==> config.mk <==
export PLATFORM = sky130hd
export DESIGN_NAME = offset_decoder
export DESIGN_NICKNAME = d
export VERILOG_FILES = /design/src/rtl/offset_decoder.sv
export SDC_FILE = /design/constraint.sdc
export NUM_CORES = 1
export LEC_CHECK = 0
export ABC_AREA = 1
export CAP_MARGIN = 15
export CORE_MARGIN = 2
export CORE_UTILIZATION = 35
export DETAILED_ROUTE_END_ITERATION = 10
export PLACE_DENSITY = 0.53
export SLEW_MARGIN = 20
export SYNTH_ARGS = -nofsm -noshare
export SYNTH_HDL_FRONTEND = slang
export SYNTH_SLANG_ARGS = --single-unit
==> constraint.sdc <==
create_clock -name clk -period 4.31 [get_ports clk]
set_clock_uncertainty 0.15 [all_clocks]
set_input_delay 0.862 -clock clk [delete_from_list [all_inputs] [get_ports clk]]
set_output_delay 0.862 -clock clk [all_outputs]
set_load 0.02 [all_outputs]
==> src/rtl/offset_decoder.sv <==
// Offset-code decoder feeding a small FIFO with registered ready/valid control.
// Optional saturating illegal-code counter enabled by OFFSET_DECODER_ERR_CNT_EN.
module offset_decoder #(
  parameter int DEPTH = 4,
  parameter int ERR_W = 8
) (
  input  logic             clk,
  input  logic             rst_n,
  input  logic             in_valid,
  output logic             in_ready,
  input  logic [3:0]       in_code,
  output logic             out_valid,
  input  logic             out_ready,
  output logic [1:0]       out_data,
  output logic             out_err,
  output logic [ERR_W-1:0] err_count
);

  localparam int PTR_W = (DEPTH > 1) ? $clog2(DEPTH) : 1;
  localparam int OCC_W = PTR_W + 1;
  localparam logic [OCC_W-1:0] FULL_OCC = OCC_W'(DEPTH);

  typedef enum logic [1:0] {
    ST_EMPTY   = 2'd0,
    ST_PARTIAL = 2'd1,
    ST_FULL    = 2'd2
  } state_t;

  state_t           state_q, state_d;
  logic [PTR_W-1:0] wr_ptr_q, wr_ptr_d;
  logic [PTR_W-1:0] rd_ptr_q, rd_ptr_d;
  logic [OCC_W-1:0] occ_q, occ_d;
  logic [2:0]       mem_q [DEPTH];
  logic [2:0]       entry;
  logic [2:0]       head;
  logic             code_legal;
  logic             push;
  logic             pop;

  // Legal codes are 7..10; subtracting 7 modulo 4 is the same as adding 1.
  always_comb begin
    code_legal = (in_code >= 4'd7) && (in_code <= 4'd10);
    entry      = 3'b001;
    if (code_legal) begin
      entry = {in_code[1:0] + 2'd1, 1'b0};
    end
  end

  assign push = in_valid & in_ready;
  assign pop  = out_valid & out_ready;

  always_comb begin
    wr_ptr_d = wr_ptr_q;
    rd_ptr_d = rd_ptr_q;
    occ_d    = occ_q;
    if (push) begin
      wr_ptr_d = wr_ptr_q + PTR_W'(1);
    end
    if (pop) begin
      rd_ptr_d = rd_ptr_q + PTR_W'(1);
    end
    case ({push, pop})
      2'b10:   occ_d = occ_q + OCC_W'(1);
      2'b01:   occ_d = occ_q - OCC_W'(1);
      default: occ_d = occ_q;
    endcase
  end

  always_ff @(posedge clk) begin
    if (!rst_n) begin
      state_q  <= ST_EMPTY;
      wr_ptr_q <= '0;
      rd_ptr_q <= '0;
      occ_q    <= '0;
    end else begin
      state_q  <= state_d;
      wr_ptr_q <= wr_ptr_d;
      rd_ptr_q <= rd_ptr_d;
      occ_q    <= occ_d;
    end
  end

  always_comb begin
    state_d = ST_PARTIAL;
    if (occ_d == '0) begin
      state_d = ST_EMPTY;
    end else if (occ_d == FULL_OCC) begin
      state_d = ST_FULL;
    end
  end

  // Handshake outputs depend on the registered state only.
  always_comb begin
    in_ready  = 1'b1;
    out_valid = 1'b0;
    case (state_q)
      ST_EMPTY: begin
        in_ready  = 1'b1;
        out_valid = 1'b0;
      end
      ST_PARTIAL: begin
        in_ready  = 1'b1;
        out_valid = 1'b1;
      end
      ST_FULL: begin
        in_ready  = 1'b0;
        out_valid = 1'b1;
      end
      default: begin
        in_ready  = 1'b1;
        out_valid = 1'b0;
      end
    endcase
  end

  always_ff @(posedge clk) begin
    if (rst_n && push) begin
      mem_q[wr_ptr_q] <= entry;
    end
  end

  // Asynchronous head read so a word written into an empty FIFO shows the next cycle.
  assign head     = mem_q[rd_ptr_q];
  assign out_data = out_valid ? head[2:1] : 2'b00;
  assign out_err  = out_valid ? head[0]   : 1'b0;

`ifdef OFFSET_DECODER_ERR_CNT_EN
  logic [ERR_W-1:0] err_cnt_q, err_cnt_d;

  always_comb begin
    err_cnt_d = err_cnt_q;
    if (push && !code_legal && (err_cnt_q != '1)) begin
      err_cnt_d = err_cnt_q + ERR_W'(1);
    end
  end

  always_ff @(posedge clk) begin
    if (!rst_n) begin
      err_cnt_q <= '0;
    end else begin
      err_cnt_q <= err_cnt_d;
    end
  end

  assign err_count = err_cnt_q;
`else
  assign err_count = '0;
`endif

endmodule

==> results.json <==
{
  "cts_setup_buffers": 0,
  "fp.dieW_um": 60.6,
  "post_dp_cell_area_um2": 1260,
  "layout-drive-gt1-share_pct": 4.38,
  "root_buffer": "clkbuf_4",
  "path_cells": "inv_1, ha_1, a21oi_1, clkdlybuf4s50_1",
  "crit_buf_inv": 2,
  "gp_congestion": 0.859,
  "end_kind": "output port",
  "fin_crit_ns": 2.84,
  "n_antenna_cell": 0,
  "die-area_um2": 3670,
  "ys_types": 18,
  "start_kind": "flop",
  "dp_worst_setup_slack_ns": 1.49,
  "totalWireLength_um": 1720,
  "worst_slack_ns": 1.47,
  "cts.htree.levels": 1,
  "start_util_pct": 36.7,
  "fin_util_pct": 42.3,
  "grt_max_degree": 15,
  "setup_viol": 0,
  "final_antenna_net_count": 0,
  "final_area_um2": 1290,
  "setup_tns_ns": 0,
  "drc": 0,
  "ys_ff_latch": 23,
  "crit_family": "buffers and inverters",
  "post-place-cells": 177,
  "syn_area_per_cell_um2": 9.18,
  "synthTopCellsByArea": "edfxtp_1 32%, dfxtp_1 20%, ha_1 8.9%",
  "path_clk_slew_ns": 0.14,
  "dr_total_vias": 771,
  "placementRows": 20,
  "whs_ns": 0.366,
  "dp_hpwl_um": 1390,
  "power_density_nw_per_um2": 473,
  "hold_violations": 0,
  "antenna_found_initial": 0,
  "drtIter0Drc": 14,
  "critPathRequiredTime_ns": 3.30,
  "critical_path.max_fanout": 5,
  "syn_area_um2": 1120,
  "status": "complete, no violations",
  "yosys.area.top_type": "edfxtp_1",
  "drv_slew": 0,
  "numClockSinks": 23,
  "hold_buffers": 0,
  "core_area_um2": 3050,
  "final_cells": 181,
  "min_path_type": "reg2reg",
  "p_leak_nw": 0.556,
  "cts_max_path_buffers": 2,
  "max_stage_delay_ns": 0.62,
  "ys.flop_type": "edfxtp_1",
  "grt_pass1_vias": 669,
  "fmax_ghz": 0.352,
  "finalPower_mw": 0.611,
  "ctsResizeCount": 0,
  "io_pins": 21,
  "dr.pass1.iters": 4,
  "post-route-period-util_pct": 65.9,
  "synth_top_area_share_pct": 32.2,
  "netlist_instances": 122,
  "vdd_ir_drop_max_uv": 136,
  "grt_pass1_wl_um": 2880,
  "cts_tree": "yes",
  "portBuffers": 12,
  "routed_via_density": 4.26,
  "ys_seq_area_share_pct": 51.8,
  "rsz0062_at_grt": "no",
  "final_nets": 155,
  "yosys_warnings": 0,
  "grt_usage_pct": 10.8,
  "synthTopCellsByCount": "23 x inv_1, 23 x nor2_1, 12 x edfxtp_1, 11 x dfxtp_1, 9 x o21ai_0",
  "routedWlPerCell_um": 9.49,
  "area.growth.synth_to_final_pct": 15.2,
  "clkLatencyLatePin_ns": 0.31,
  "arrival_ns": 1.83,
  "synth_edf_count": 12,
  "maxCapViolations": 0,
  "cts_buffers": 3,
  "path_class": "reg2out",
  "cp_slowest_cell": "clkdlybuf4s50_1",
  "grt_overflow_total": 0,
  "die_height_um": 60.6,
  "async_flop_share_pct": 0
}
cell usage in the layout, fill, tap and decap left out:
cell type and count:
inv_1 23, nor2_1 23, clkdlybuf4s50_1 12, edfxtp_1 12
dfxtp_1 11, o21ai_0 9, a21oi_1 8, nand2_1 8
ha_1 8, conb_1 8, nand3_1 3, clkbuf_4 3
xor2_1 2, nor2_4 1, a31oi_1 1, o21ai_1 1
nand4_1 1, nand2_2 1, fa_1 1, inv_4 1
registers in the layout, indices dropped and copies added (netlist names), named ones only:
name / cells
rd_ptr_q: 2
occ_q: 3
wr_ptr_q: 2
state_q: 2
mem_q: 12
worst reg2reg max path: cells and delay by family (launching register included):
family / cells / cell delay, ns
adders and majority gates: 3 / 1.02
and+or+nand+nor: 4 / 0.44
DFF: 1 / 0.33
AOI/OAI and AO/OA: 1 / 0.12
buffers and inverters: 2 / 0.11
power by group:
group          internal (mW)  switching (mW)
combinational         0.0921           0.137
clock                 0.0359          0.0630
sequential             0.263          0.0201
total                  0.391           0.220
final timing paths:
path                 end  cells after the start         from  slack [ns]
max reg2reg   state_q[1]                     10   state_q[0]        2.09
min reg2reg  rd_ptr_q[0]                      1  rd_ptr_q[0]        0.37
min          rd_ptr_q[0]                      1  rd_ptr_q[0]        0.37
max          out_data[1]                      4   state_q[0]        1.47
routing by layer:
| layer | wire length, µm | GRT usage (%) | vias to the layer above |
|---|---|---|---|
| met5 | 0 | 0 | - |
| met1 | 817 | 13.9 | 342 |
| met2 | 796 | 17.1 | 24 |
| li1 | - | - | 403 |
| met3 | 87 | 2.56 | 2 |
| met4 | 14 | 5.59 | 0 |
layout make-up:
class,count,area [µm²]
multi-input cells,75,419
fillers,295,1760
clock inverters,1,6.26
well taps,44,55.1
repair buffers,12,120
inverters,23,86.3
flip-flops and latches,23,581
clock buffers,3,22.5
logic make-up (layout without fill, tap and decap cells):
family	after synthesis	after routing	synth area share, %
AO/OA/AOI/OAI	19	19	8.60
XOR/XNOR	2	2	1.56
adder cells (fa/ha/maj)	9	9	10.7
buffers and inverters	31	39	13.1
flip-flops	23	23	51.8
other	1	8	0.335
AND/OR/NAND/NOR	37	37	13.9
Power figures use the tool's default switching activity.
